--- src/rtl/rwg_seq_ctrl.sv ---
// Row/column sequencer for the 11-bit random weight generator LFSR: seeds each row, then streams
// weights over valid/ready. Optional LFSR lock-up guard enabled by defining RWG_ZERO_GUARD_EN.
module rwg_seq_ctrl #(
  parameter int NUM_ROWS        = 12,
  parameter int WEIGHTS_PER_ROW = 11,
  parameter int LFSR_W          = 11,
  parameter int ROW_W           = 4,
  parameter int COL_W           = 4
) (
  input  logic              clk2,
  input  logic              rst,
  input  logic              start,
  output logic              busy,
  output logic              done,
  output logic              err,
  output logic              seed_load,
  output logic [ROW_W-1:0]  seed_sel,
  output logic              lfsr_step,
  input  logic [LFSR_W-1:0] lfsr_value,
  output logic              w_valid,
  input  logic              w_ready,
  output logic [LFSR_W-1:0] w_data,
  output logic [ROW_W-1:0]  w_row,
  output logic [COL_W-1:0]  w_col
);

  typedef enum logic [2:0] {
    S_IDLE,
    S_LOAD,
    S_EMIT,
    S_DONE
`ifdef RWG_ZERO_GUARD_EN
    , S_ERR
`endif
  } state_t;

  localparam logic [ROW_W-1:0] ROW_LAST = ROW_W'(NUM_ROWS - 1);
  localparam logic [COL_W-1:0] COL_LAST = COL_W'(WEIGHTS_PER_ROW - 1);

  state_t           state_q, state_d;
  logic [ROW_W-1:0] row_q, row_d;
  logic [COL_W-1:0] col_q, col_d;
  logic             zero_lock;
  logic             accept;

  // An all-zero LFSR never leaves zero, so that value is treated as a lock-up, not a weight.
`ifdef RWG_ZERO_GUARD_EN
  assign zero_lock = (lfsr_value == '0);
`else
  assign zero_lock = 1'b0;
`endif

  assign w_valid   = (state_q == S_EMIT) && !zero_lock;
  assign accept    = w_valid && w_ready;
  assign lfsr_step = accept;
  assign w_data    = lfsr_value;
  assign w_row     = row_q;
  assign w_col     = col_q;
  assign seed_sel  = row_q;
  assign seed_load = (state_q == S_LOAD);
  assign busy      = (state_q == S_LOAD) || (state_q == S_EMIT);
  assign done      = (state_q == S_DONE);
`ifdef RWG_ZERO_GUARD_EN
  assign err       = (state_q == S_ERR);
`else
  assign err       = 1'b0;
`endif

  // NOTE: every variable written here gets a default first, so no path can infer a latch.
  always_comb begin
    state_d = state_q;
    row_d   = row_q;
    col_d   = col_q;
    case (state_q)
      S_IDLE: begin
        if (start) begin
          state_d = S_LOAD;
          row_d   = '0;
          col_d   = '0;
        end
      end
      S_LOAD: state_d = S_EMIT;
      S_EMIT: begin
        if (zero_lock) begin
`ifdef RWG_ZERO_GUARD_EN
          state_d = S_ERR;
`endif
        end else if (accept) begin
          if (col_q != COL_LAST) begin
            col_d = col_q + COL_W'(1);
          end else if (row_q != ROW_LAST) begin
            col_d   = '0;
            row_d   = row_q + ROW_W'(1);
            state_d = S_LOAD;
          end else begin
            state_d = S_DONE;
          end
        end
      end
      S_DONE: state_d = S_IDLE;
`ifdef RWG_ZERO_GUARD_EN
      // ERR behaves like IDLE for start; leaving it is what clears err.
      S_ERR: begin
        if (start) begin
          state_d = S_LOAD;
          row_d   = '0;
          col_d   = '0;
        end
      end
`endif
      default: state_d = S_IDLE;
    endcase
  end

  // NOTE: sequential state uses non-blocking assignments so every register samples pre-edge values.
  always_ff @(posedge clk2 or posedge rst) begin
    if (rst) begin
      state_q <= S_IDLE;
      row_q   <= '0;
      col_q   <= '0;
    end else begin
      state_q <= state_d;
      row_q   <= row_d;
      col_q   <= col_d;
    end
  end

endmodule

--- config.mk ---
export PLATFORM = sky130hd
export DESIGN_NAME = rwg_seq_ctrl
export DESIGN_NICKNAME = d
export VERILOG_FILES = /design/src/rtl/rwg_seq_ctrl.sv
export SDC_FILE = /design/constraint.sdc
export NUM_CORES = 1
export LEC_CHECK = 0
export ABC_CLOCK_PERIOD_IN_PS = 2700
export CORE_MARGIN = 1.5
export CORE_UTILIZATION = 30
export DETAILED_ROUTE_END_ITERATION = 16
export REMOVE_ABC_BUFFERS = 1
export SYNTH_ARGS = -nofsm -noshare
export SYNTH_HDL_FRONTEND = slang
export SYNTH_SLANG_ARGS = --single-unit
--- constraint.sdc ---
create_clock -name clk2 -period 2.7 [get_ports clk2]
set_input_delay 0.54 -clock clk2 [delete_from_list [all_inputs] [get_ports clk2]]
set_output_delay 0.54 -clock clk2 [all_outputs]
set_load 0.02 [all_outputs]
Word-level counts from Yosys, hierarchy flattened
Cells that the tools add are included.

Bits in writable memories: 0. Memories kept: 0. Input bits: 15. Logic and storage cells: 36. Register bits: 11. ROM bits: 0. Bits in latches: 0. Output and inout port bits: 29.

Equality and inequality tests: 10. Multiplexer cells: 14. $add $sub $neg: 2. Reductions and logical operators: 7. Shift operators: 0. Multiply operators: 0. Div/mod/pow operators: 0. Magnitude comparators: 0. Bitwise logic cells: 0.

Operator list (count): $mux W4 (7); $pmux W4 S2 (2); $mux W3 (3); $pmux W3 S3 (1); $add A4 B1 Y4 const B (2); $ne A4 B4 Y1 const B (2); $eq A3 B2 Y1 const B (2); $ne A2 B2 Y1 const B (3); $reduce_and A5 Y1 (1); $reduce_and A4 Y1 (1); $eq A3 B1 Y1 const B (1); $logic_not A3 Y1 (1); $ne A3 B1 Y1 const B (1); $reduce_and A3 Y1 (1); $mux W2 (1); $ne A2 B1 Y1 const B (1); $reduce_bool A2 Y1 (1); $logic_and A1 B1 Y1 (1); $logic_or A1 B1 Y1 (1).

Depth between registers and ports, before layout
Gate-level depths: netlist of run 1.

Depth after elaboration: 5. Depth in mapped cells: 6. Depth with buffers taken out: 5.

Worst setup path after synthesis of run 1
OpenSTA, ideal clock, no wires.

Path type: register -> output. Start: register state_q[0]. End: output lfsr_step. Arrival: 1264 ps. Buffers on the path: 1. Slack: 896 ps. Stages on the path, launching flop included: 5. Data required time: 2160 ps. Path through: dfrtp_1 inv_1 ha_1 and2_1 clkbuf_1.

Cells in the longest elaborated chain, start to end: 2.

Ends and longest elaborated chain: start, declared (line 40) `state_t state_q, state_d;`; start signal, assigned (line 122) `state_q <= state_d;`; $eq A3 B2 Y1 (line 53) `assign w_valid = (state_q == S_EMIT) && !zero_lock;`; named net w_valid (line 20) `output logic w_valid,`; $logic_and A1 B1 Y1 (line 54) `assign accept = w_valid && w_ready;`; end, declared (line 18) `output logic lfsr_step,`.

The timed path passes the listed nets, and every way through them passes these cells.

Worst setup path after layout of run 1
Start: input w_ready. End: output lfsr_step.

Cells in the longest elaborated chain, start to end: 1.

Ends and longest elaborated chain: start, declared (line 21) `input logic w_ready,`; $logic_and A1 B1 Y1 (line 54).

No other way between the ends.

==> summary.txt, run 1 <==
Finish
  • Final Net Count: 114
  • Antenna cells: 0
  • Final Cell Area: 980.9 µm²
  • Layout cells sized above 1: 0.1319
  • Area Overhead vs Synth: 18.43%
  • Filler cell count: 253

GRT
  • Largest net degree at the start of global routing: 14
  • First-pass GRT wire length: 2718 µm
  • Total grt overflow: 0
  • Vias in the first global route: 583
  • Antenna violations before repair: 0
  • GRT Overall Usage: 0.1137

Clocking
  • CTS resizes: 0
  • Hold_buf cts: 0
  • CTS tree: done
  • Clk root buf: clkbuf_4
  • Worst-path clk slew: 0.06 ns
  • Clock Latency Late Sink: 0.26 ns
  • CTS Buf Count: 3
  • Clk buf depth: 2
  • # Post-CTS Setup Buffers: 0
  • Sink Count: 10
  • H-tree lvl count: 1

Place
  • Hpwl dp: 1293 µm
  • RePlAce Congestion: 0.7532
  • Placed Area: 944.7 µm²
  • Port Buffers: 20

STA
  • Final period util: 0.9210
  • Fin Setup TNS: 0 ns
  • Setup violators final: 0
  • Slew Limit Fails: 0
  • Fin. Hold Viols: 0
  • Unrepaired setup endpoints after global routing: false
  • Clock Skews: 0.0006055 ns
  • Fin crit period: 2.487 ns
  • Fmax: 0.4022 GHz

Synth
  • Largest area contributor in the netlist: dfrtp_1
  • Mean post-synth cell area: 9.861 µm²
  • Gate Count Post-Synth: 84
  • Seq/Total Area, Yosys: 0.3021
  • Post-synth EDFFs: 0
  • Most used DFF post-synth: dfrtp_1
  • FF+latch count, synth: 10
  • Synth unique cells: 33
  • Asr flop ratio synth: 1.000
  • Synthesized area: 828.3 µm²
  • Synth top area share: 0.3021
  • Area contributors post-synth: dfrtp_1, buf_4, ha_1
  • Synth top cells by count: buf_4, dfrtp_1, inv_1
  • Yosys warning count: 0
  • Most frequent cell after synthesis: buf_4

Flow run
  • Max-Cap Viols: 0

Hold path
  • Hold crit path type: in2async

Status
  • Outcome: finished, final reports clean

Floorplanning
  • Rows: 18
  • Core ar.: 2545 µm²
  • Initial Util: 0.3255
  • Num ports: 44
  • Die height: 55.55 µm
  • Width of the chip: 55.55 µm
  • Die area: 3085 µm²

Power
  • PD cells: 859.3 nW/µm²
  • Leakage: 0.0004510 µW
  • Peak VDD IR: 0.5501 mV

Setup path
  • CP Class: in2out
  • Data arrival, critical path: 1.95 ns
  • Critical Path Source Type: input port
  • Critical path required time: 2.16 ns
  • CP max FO: 5
  • Crit end category: output port

Detailed routing
  • WL/cell: 13.72 µm
  • Vias: 611
  • Initial drt markers: 5
  • M1 WL: 793 µm
  • Met2 wire len: 671 µm
  • DRC: 0
  • Wire length on met3: 168 µm
  • Drt first pass iters: 4
  • Vias/cell: 5.050
  • Highest routed layer: met4
  • Routed wire length: 1660 µm
  • Remaining antenna violation count after routing: 0
==> cells by family after synthesis <==
kind of cell    share of synthesized area
simple gates                       0.1496
fa+ha+maj                          0.1057
buf+inv                            0.1964
other cells                      0.004527
xor+xnor                          0.01058
flops                              0.3021
compound gates                     0.1390
mux                               0.09214
==> per-layer routing <==
layer | vias up | track usage
li1 | 288 | -
met2 | 44 | 0.1378
met1 | 273 | 0.1491
met4 | 0 | 0.07317
met3 | 6 | 0.06557
met5 | - | 0
==> flip-flops by register name, indices dropped and copies added, names as in the netlist <==
signal / cells
state_q: 2
seed_sel: 4
w_col: 4
==> worst paths after layout <==
check	slack [ns]	cells past startpoint	from	to
hold reg to reg	0.59	2	seed_sel[1]	seed_sel[1]
setup reg to reg	0.81	6	state_q[0]	seed_sel[0]
hold / removal	0.55	2	rst	seed_sel[2]
max in group asynchronous	1.89	2	rst	state_q[1]
setup / recovery	0.21	3	w_ready	lfsr_step
min in group clk2	0.59	2	seed_sel[1]	seed_sel[1]
==> cell usage in the layout, fill, tap and decap left out, types with 2 or more instances in the layout <==
cell type / n
inv_1: 9
a41oi_1: 2
dfrtp_1: 10
clkdlybuf4s50_1: 20
mux2i_1: 5
a31oi_1: 2
clkbuf_4: 3
nand3_1: 2
ha_1: 7
o21ai_0: 2
o22ai_1: 2
nand2b_1: 3
nor2b_1: 3
==> worst max-delay path: stages <==
cell and delay [ns]:
clkdlybuf4s50_1 0.53, and2_1 0.24, clkdlybuf4s50_1 0.63
==> final cells by class <==
class                           count  area [µm²]  share of cell area
Sequential cell                    10       250.2              0.2551
Multi-Input combinational cell     47       415.4              0.4235
Timing Repair Buffer               21       207.7              0.2117
Clock buffer                        4       36.28             0.03699
Tap cell                           30       37.54             0.03827
Inverter                            9       33.78             0.03444
==> per-stage QoR <==
stage / util / total power (µW) / setup slack (ns) / std cells / hold WS [ns]
after detailed placement: 0.3712 / 718.2 / 0.2191 / 117 / 0.5886
final: 0.3854 / 842.9 / 0.2134 / 121 / 0.5454
after global placement: 0.3712 / 710.6 / 0.2293 / 117 / 0.5675
after floorplan: - / 539.4 / 0.7646 / 66 / 0.3802
after CTS: 0.3854 / 857.1 / 0.2083 / 121 / 0.5516
after global routing: 0.3854 / 908.1 / 0.1389 / 121 / 0.5814
==> report_power, final <==
| part | internal [µW] | switching [µW] | leakage [µW] | total (µW) |
|---|---|---|---|---|
| sequential | 185 | 39.3 | 0.000135 | 225 |
| clock | 81.9 | 51.8 | 0.0000210 | 134 |
| combinational | 233 | 252 | 0.000295 | 485 |
Note: power is estimated with default switching activity, not from simulation.
==> inputs of run 2 (changes only) <==
SKIP_LAST_GASP = 1   (was default)
==> results of run 2 <==
Same layout as run 1: the final DEF is identical, and so are final timing and power.
==> inputs of run 3 (changes only) <==
==> constraint.sdc (replaced) <==
create_clock -name clk2 -period 2.7 [get_ports clk2]
set_input_delay 0.54 -clock clk2 [delete_from_list [all_inputs] [get_ports clk2]]
set_output_delay 0.54 -clock clk2 [all_outputs]
set_load 0.01 [all_outputs]
==> run 3 against run 2 <==
Wire length rose by 9.1%. Critical path depth did not move. Flip-flop and latch count did not move. Clock-buffer cell count did not move. Critical path type unchanged. Largest cell class unchanged. Highest routed layer unchanged.
==> summary.txt, run 3 (synthesized netlist as in run 1, its figures left out) <==
Floorplanning
  • Core ar.: 2545 µm² (unchanged)
  • Initial Util: 0.3255 (unchanged)
  • Die area: 3085 µm² (unchanged)
  • Num ports: 44 (unchanged)
  • Rows: 18 (unchanged)
  • Die height: 55.55 µm (unchanged)
  • Width of the chip: 55.55 µm (unchanged)

Detailed routing
  • Vias: 625 (+2.3%)
  • WL/cell: 14.97 µm (+9.1%)
  • Drt first pass iters: 3 (-1)
  • Remaining antenna violation count after routing: 0 (unchanged)
  • DRC: 0 (unchanged)
  • Initial drt markers: 9 (+4)
  • Vias/cell: 5.165 (+2.3%)
  • Routed wire length: 1811 µm (+9.1%)

Clocking
  • CTS tree: done
  • H-tree lvl count: 1 (unchanged)
  • Sink Count: 10 (unchanged)
  • Clock Latency Late Sink: 0.27 ns (about the same)
  • Hold_buf cts: 0 (unchanged)
  • Worst-path clk slew: 0.07 ns (about the same)
  • Clk root buf: clkbuf_4
  • Clk buf depth: 2 (unchanged)
  • CTS Buf Count: 3 (unchanged)
  • # Post-CTS Setup Buffers: 0 (unchanged)
  • CTS resizes: 0 (unchanged)

Finish
  • Final std cells w/o fill: 121 (unchanged)
  • Register area: 250.2 µm² (unchanged)
  • Multi-input gate area in the final layout: 415.4 µm² (unchanged)
  • Area Overhead vs Synth: 18.43% (unchanged)
  • Final Cell Area: 980.9 µm² (unchanged)
  • Layout cells sized above 1: 0.1319 (unchanged)
  • Final Net Count: 114 (unchanged)
  • Commonest non-fill, non-tap cells in the layout: clkdlybuf4s50_1, dfrtp_1, inv_1
  • Filler cell count: 265 (+4.7%)
  • Commonest non-fill, non-tap cell in the layout: clkdlybuf4s50_1
  • Antenna cells: 0 (unchanged)

Place
  • Placed Area: 944.7 µm² (unchanged)
  • RePlAce Congestion: 0.7670 (+1.8%)
  • # placed instances: 117 (unchanged)
  • Port Buffers: 20 (unchanged)
  • Hpwl dp: 1392 µm (+7.6%)

STA
  • Setup violators final: 0 (unchanged)
  • Fin. Hold Viols: 0 (unchanged)
  • Fin crit period: 2.409 ns (-0.07735 ns)
  • Fin Setup TNS: 0 ns (unchanged)
  • Slew Limit Fails: 0 (unchanged)
  • Clock Skews: 0.005373 ns (+0.004768 ns)
  • Fmax: 0.4151 GHz (+3.2%)
  • Final period util: 0.8923 (-0.02865)
  • Unrepaired setup endpoints after global routing: false

Setup path
  • Cell chain of the critical path: clkdlybuf4s50_1, and2_1, clkdlybuf4s50_1
  • CP dominant cell by count: clkdlybuf4s50_1
  • Crit path launch: w_ready
  • Crit path max-delay family: buffers and inverters
  • Worst-case reg-to-reg path depth: 6 (unchanged)
  • Buf/Inv on CP: 2 (unchanged)
  • Critical Path Source Type: input port
  • R2R Path End: seed_sel[0]
  • FF-to-FF setup slack: 0.76 ns (-0.05 ns)
  • Critical path required time: 2.16 ns (about the same)
  • CP Class: in2out
  • Slowest-stage cell, CP: clkdlybuf4s50_1
  • Crit end category: output port
  • Critical path's largest stage delay: 0.56 ns (-0.07 ns)
  • Data arrival, critical path: 1.87 ns (-0.08 ns)
  • Reg2Reg Launch Point: state_q[0]
  • CP max FO: 5 (unchanged)

Power
  • Post-route total power: 807.7 µW (-4.2%)
  • Leakage: 0.0004510 µW (unchanged)
  • Internal: 501.3 µW (+0.28%)
  • Peak VDD IR: 0.4030 mV (-27%)
  • Sequential Power Share: 0.279 (+0.012)
  • PD cells: 823.4 nW/µm² (-4.2%)
  • Sw frac: 0.3793 (-0.02758)
  • Clock power share: 0.168 (+0.009)
  • Psw: 306.3 µW (-11%)
  • Logic pwr share: 0.553 (-0.022)

GRT
  • Antenna violations before repair: 0 (unchanged)
  • Vias in the first global route: 632 (+8.4%)
  • First-pass GRT wire length: 2925 µm (+7.6%)
  • GRT Overall Usage: 0.1200 (+0.006286)
  • Largest net degree at the start of global routing: 14 (unchanged)
  • Total grt overflow: 0 (unchanged)

Flow run
  • Max-Cap Viols: 0 (unchanged)

Hold path
  • Hold crit path type: in2async

Status
  • Outcome: finished, final reports clean
run 3: worst reg2reg max path, stage by stage, from the launching register on:
cell and delay, ns:
dfrtp_1 0.37, inv_1 0.11, ha_1 0.22, buf_4 0.18, and4b_1 0.23, a211oi_2 0.37, mux2_4 0.34
run 3: worst max-delay path by stage:
stage,slack [ns],end,cells past startpoint
floorplan,0.85,seed_sel[0],5
CTS,0.29,lfsr_step,3
global route,0.25,lfsr_step,3
global placement,0.30,lfsr_step,3
detailed placement,0.29,lfsr_step,3
finish,0.29,lfsr_step,3
run 3: per-stage QoR:
step / utilization / hold WS, ns / setup slack, ns
5_1_grt: 0.3854 / 0.5874 / 0.2536
2_1_floorplan: - / 0.3802 / 0.8490
4_1_cts: 0.3854 / 0.5589 / 0.2853
3_3_place_gp: 0.3712 / 0.5681 / 0.2993
3_5_place_dp: 0.3712 / 0.5840 / 0.2913
6_report: 0.3854 / 0.5462 / 0.2908
run 3: cell type report:
class	instances	area share
multi-input combinational	47	0.4235
sequential	10	0.2551
timing repair buffer	21	0.2117
tap	30	0.03827
clock buffer	4	0.03699
inverter	9	0.03444
run 3: routing by layer:
metal	vias up	GRT usage	routed length [µm]	part of all wire
met2	37	0.1599	759	0.42
li1	290	-	-	-
met5	-	0	0	0
met3	5	0.06089	159	0.088
met1	293	0.1517	850	0.47
met4	0	0.07317	41	0.023
run 3: power by group through the flow:
| stage | logic (µW) | registers [µW] | clock network [µW] |
|---|---|---|---|
| final | 446 | 225 | 136 |
| after global routing | 488 | 233 | 146 |
| after CTS | 452 | 226 | 136 |
| after detailed placement | 450 | 229 | 0 |
| after global placement | 434 | 225 | 0 |
| after floorplan | 249 | 236 | 0 |
==> variant 1, RTL diff (flow settings as in run 3) <==
Set the parameter `ROW_W` to 6 (it was 4).
--- a/src/rtl/rwg_seq_ctrl.sv
+++ b/src/rtl/rwg_seq_ctrl.sv
@@ -6,3 +6,3 @@
   parameter int LFSR_W          = 11,
-  parameter int ROW_W           = 4,
+  parameter int ROW_W           = 6,
   parameter int COL_W           = 4
Ports: changed (resized seed_sel and w_row); port bits go from 44 to 48. The function was not compared with the original's and may differ.
==> variant 1 against run 3 <==
  * Routed wire length is 13% higher
  * Power is 17% higher
  * Global-route usage is 0.53 points higher
  * Area after synthesis is 19% higher
  * Sequential cell count is 2 higher
  * First-iteration DRC count grew to 2.7 times the old value
  * Combinational power is 20% higher
  * Final area is 19% higher
  * Worst setup slack worse by 0.073 ns
  * Largest cell class unchanged
  * Largest power group unchanged
==> variant 1: results (changes against run 3) <==
| Metric | Value |
|---|---|
| Status | finished, final reports clean |
| Largest cells by area after synthesis | dfrtp_1 31%, buf_4 14%, ha_1 10% |
| Ys flop type | dfrtp_1 |
| Ys async rst share | 100% (unchanged) |
| Placed cell count | 149 (+27%) |
| WL/cell | 13.4 microns (-10%) |
| Largest net degree at the start of global routing | 15 (+1) |
| Critical path fanouts, max | 14 (+9) |
| GPL Wtd Cong | 0.798 (+4.0%) |
| Cell variety after synth | 35 (+6.1%) |
| Worst Clk Skew | 0.00347 ns (-0.00190 ns) |
| Initial DRC Count | 24 (+15) |
| Clk Latency, worst-skew pair | 0.28 ns |
| First-pass GRT wire length | 3.37 mm (+15%) |
| Antenna cells | 0 (unchanged) |
| Post-synth top cells | 18 x buf_4, 12 x dfrtp_1, 8 x ha_1, 7 x nand3_1 |
| Switch share | 40.3% (+2.4 points) |
| Cts bufs inserted | 3 (unchanged) |
| Vias per cell | 4.84 (-6.4%) |
| Via count of the routed design | 740 (+18%) |
| Post-place setup slack | 0.433 ns (+0.142 ns) |
| Peak VDD IR | 0.277 mV (-31%) |
| Post-CTS setup buffers | 0 (unchanged) |
| DR pass1 iterations | 2 (-1) |
| Leakage power | 0.528 nW (+17%) |
| Top sig layer | met4 |
| Initial antenna violation count | 0 (unchanged) |
| Synth warnings | 0 (unchanged) |
| Root Buffer | clkbuf_4 |
| Seq/Total Area, Yosys | 30.6% (+0.36 points) |
| All-Layer GR Usage | 12.5% (+0.53 points) |
| Metal2 WL | 934 microns (+23%) |
| Share of cells above drive strength 1 | 11.0% (-2.2 points) |
| Post-placement cell area | 1130 sq um (+19%) |
| Buffers on Ports | 24 (+20%) |
| Type of the worst min-delay path | reg -> reg |
| Metal3 WL | 177 microns (+11%) |
| M1 wire length | 933 microns (+9.8%) |
| Cells after synthesis | 101 (+20%) |
| DPL Wire Length | 1.58 mm (+14%) |
| Maximum number of buffers from clock root to sink | 2 (unchanged) |
| Worst-path clk slew | 0.08 ns |
| CTS H-tree depth | 1 (unchanged) |
| Post-layout nets | 133 (+17%) |
| Max FFs per register | 6 |
| Cts repair resizes | 0 (unchanged) |
variant 1: cell count changes in the layout (fill, tap and decap cells not counted), moves of 3 or more:
cell	delta
nand2_1	+5
nand3_1	+5
clkdlybuf4s50_1	+4
inv_1	-4
o21ai_0	+4
mux2i_1	-3
variant 1: cells by family after synthesis:
group,Yosys count,share of synthesized area [%]
AND/OR/NAND/NOR,31,20.4
buffers and inverters,25,17.2
AO/OA/AOI/OAI,21,18.1
flip-flops,12,30.6
adder cells (fa/ha/maj),8,10.2
multiplexers,3,3.18
other,1,0.382
variant 1: metal layers:
layer	track usage [%]	up-vias
li1	-	355
met1	16.0	348
met2	18.2	35
met3	7.36	2
met4	2.86	0
met5	0	-
variant 1: path summary, 6_finish.rpt:
check	from	slack (ns)	to	depth (start not counted)
worst min-delay path	w_col[2]	0.55	w_col[2]	1
worst max-delay path	state_q[0]	0.22	w_valid	3
min in group asynchronous	rst	0.57	seed_sel[3]	2
max in group asynchronous	rst	1.81	state_q[0]	2
worst max register to register	state_q[0]	0.43	seed_sel[0]	6
worst min register to register	w_col[2]	0.55	w_col[2]	1
variant 1: area by class of cell:
cell class | count | area [sq um]
fillers | 319 | 1910
multi-input cells | 64 | 513
flip-flops and latches | 12 | 300
repair buffers | 24 | 240
well taps | 44 | 55.1
clock buffers | 4 | 36.3
inverters | 5 | 18.8
variant 1: power groups by stage:
stage	Sequential, mW	Combinational [mW]	Clock, mW
6_report	0.263	0.533	0.145
3_5_place_dp	0.266	0.538	0
5_1_grt	0.270	0.587	0.157
2_1_floorplan	0.274	0.328	0
4_1_cts	0.263	0.540	0.148
3_3_place_gp	0.262	0.527	0
variant 1: critical path: stages, from the launching register on:
cell and delay [ns]:
dfrtp_1 0.41, inv_1 0.16, ha_1 0.46, clkdlybuf4s50_1 0.63
==> variant 2, RTL diff (flow settings as in run 3) <==
Made on the original files. The 4 states of `state_t` get a one-hot encoding in 4 bits.
--- a/src/rtl/rwg_seq_ctrl.sv
+++ b/src/rtl/rwg_seq_ctrl.sv
@@ -26,7 +26,7 @@
 
-  typedef enum logic [2:0] {
-    S_IDLE,
-    S_LOAD,
-    S_EMIT,
-    S_DONE
+  typedef enum logic [3:0] {
+    S_IDLE = 4'b0001,
+    S_LOAD = 4'b0010,
+    S_EMIT = 4'b0100,
+    S_DONE = 4'b1000
 `ifdef RWG_ZERO_GUARD_EN
Formal check against the unedited RTL: same outputs for any inputs over 10 cycles, from zero or initial values and one cycle with rst high; not proved beyond that.
==> variant 2 against run 3 <==
  * Routed wire length up 2.7%
  * Worst setup slack worse by 0.17 ns
  * Final area up 2.7%
  * Sequential cell count up 2
  * Global-route usage down 0.084 points
  * Area after synthesis up 4.8%
  * Largest power group is now sequential cells
  * Synthesized cell count up 13%
  * Power down 20%
==> variant 2: results (changes against run 3) <==
| Metric | Value |
|---|---|
| Setup Viol. Count Final | 0 (unchanged) |
| Cts bufs inserted | 3 (unchanged) |
| Status | finished, final reports clean |
| Vias per cell | 5.32 (+3.0%) |
| Compound-gate portion of the synthesized area | 17.0% (+3.1 points) |
| Worst-path clk slew | 0.09 ns (+0.02 ns) |
| Adder-cell area share of the yosys netlist | 4.32% (-6.3 points) |
| Mux contribution to synthesized area | 2.31% (-6.9 points) |
| Share of cells above drive strength 1 | 14.9% (+1.7 points) |
| Seq/Total Area, Yosys | 34.7% (+4.5 points) |
| Largest net degree at the start of global routing | 13 (-1) |
| CP peak stage delay | 0.71 ns (+0.15 ns) |
| Type of the worst min-delay path | reg -> reg |
| Buffers on Ports | 20 (unchanged) |
| Ys async rst share | 100% (unchanged) |
| Synth warnings | 0 (unchanged) |
| Vias in the first global route | 678 (+7.3%) |
| Worst Clk Skew | 0.00498 ns (-0.000397 ns) |
| Initial DRC Count | 6 (-3) |
| Post-place setup slack | 0.334 ns (+0.0429 ns) |
| All-Layer GR Usage | 11.9% (-0.084 points) |
| CTS H-tree depth | 1 (unchanged) |
| Critical path fanouts, max | 7 (+2) |
| Initial antenna violation count | 0 (unchanged) |
| Post-layout nets | 120 (+5.3%) |
| Post-Synth XOR/XNOR Area | 0% (-1.1 points) |
| DRC Markers | 0 (unchanged) |
| Leakage power | 0.441 nW (-2.3%) |
| Crit-path leading delay family | simple AND/OR/NAND/NOR gates |
| Fill count | 289 (+9.1%) |
| Clk Latency, worst-skew pair | 0.28 ns |
| Cell variety after synth | 39 (+18%) |
| DPL Wire Length | 1.39 mm (-0.40%) |
| Post-placement cell area | 971 sq um (+2.8%) |
| DR pass1 iterations | 4 (+1) |
| CP max-delay cell | or4b_2 |
| Cts repair resizes | 0 (unchanged) |
| CP arrival | 2.04 ns (+0.17 ns) |
| Post-synth top cells | 16 x buf_4, 11 x dfrtp_1, 7 x inv_1, 7 x nand2_1, 5 x o21ai_0 |
| GPL Wtd Cong | 0.793 (+3.4%) |
| Maximum number of buffers from clock root to sink | 2 (unchanged) |
| Largest cells by area after synthesis | dfrtp_1 32%, buf_4 14%, ha_1 4.3% |
| FF-to-FF setup slack | 0.93 ns (+0.17 ns) |
| First-pass GRT wire length | 3.04 mm (+3.8%) |
| Fin crit share | 95.7% (+6.5 points) |
| Peak VDD IR | 0.277 mV (-31%) |
| Antenna cells | 0 (unchanged) |
| Post-CTS setup buffers | 0 (unchanged) |
| WL/cell | 14.1 microns (-5.9%) |
[variant 2: layer usage]
layer | vias up | track usage (%) | part of all wire (%) | routed length (microns)
met5 | - | 0 | 0 | 0
met4 | 0 | 4.98 | 1.3 | 25
met3 | 4 | 5.30 | 8.3 | 155
met2 | 36 | 18.4 | 47 | 879
met1 | 336 | 14.3 | 43 | 799
li1 | 326 | - | - | -
[variant 2: path summary, 6_finish.rpt]
kind / from / end / cells past startpoint
max: state_q[2] / busy / 3
min: state_q[3] / state_q[0] / 1
max reg2reg: w_col[0] / seed_sel[3] / 6
min reg2reg: state_q[3] / state_q[0] / 1
max in group asynchronous: rst / state_q[0] / 2
min in group asynchronous: rst / w_col[2] / 2
[variant 2: stage by stage]
| stage | hold slack, ns | std cells | power (mW) | util (%) |
|---|---|---|---|---|
| 4_1_cts | 0.558 | 132 | 0.650 | 36.5 |
| 2_1_floorplan | 0.404 | 77 | 0.414 | - |
| 3_3_place_gp | 0.511 | 128 | 0.494 | 35.2 |
| 6_report | 0.554 | 132 | 0.646 | 36.5 |
| 5_1_grt | 0.588 | 132 | 0.687 | 36.5 |
| 3_5_place_dp | 0.529 | 128 | 0.499 | 35.2 |
[variant 2: cell type report]
type | instances | area (sq um) | share of cell area [%]
Sequential cell | 12 | 302 | 29.9
Timing Repair Buffer | 20 | 200 | 19.9
Multi-Input combinational cell | 57 | 400 | 39.8
Inverter | 8 | 30.0 | 2.98
Clock buffer | 4 | 36.3 | 3.60
Tap cell | 31 | 38.8 | 3.85
[variant 2: logic make-up after synthesis]
family / count (synthesis)
AO/OA/AOI/OAI: 19
AND/OR/NAND/NOR: 32
flip-flops: 12
buffers and inverters: 26
adder cells (fa/ha/maj): 3
multiplexers: 2
other: 1
[variant 2: where the power goes]
group	leakage (nW)	switching, mW	internal (mW)
Sequential	0.162	0.0371	0.211
Combinational	0.258	0.127	0.120
Clock	0.0210	0.0684	0.0821
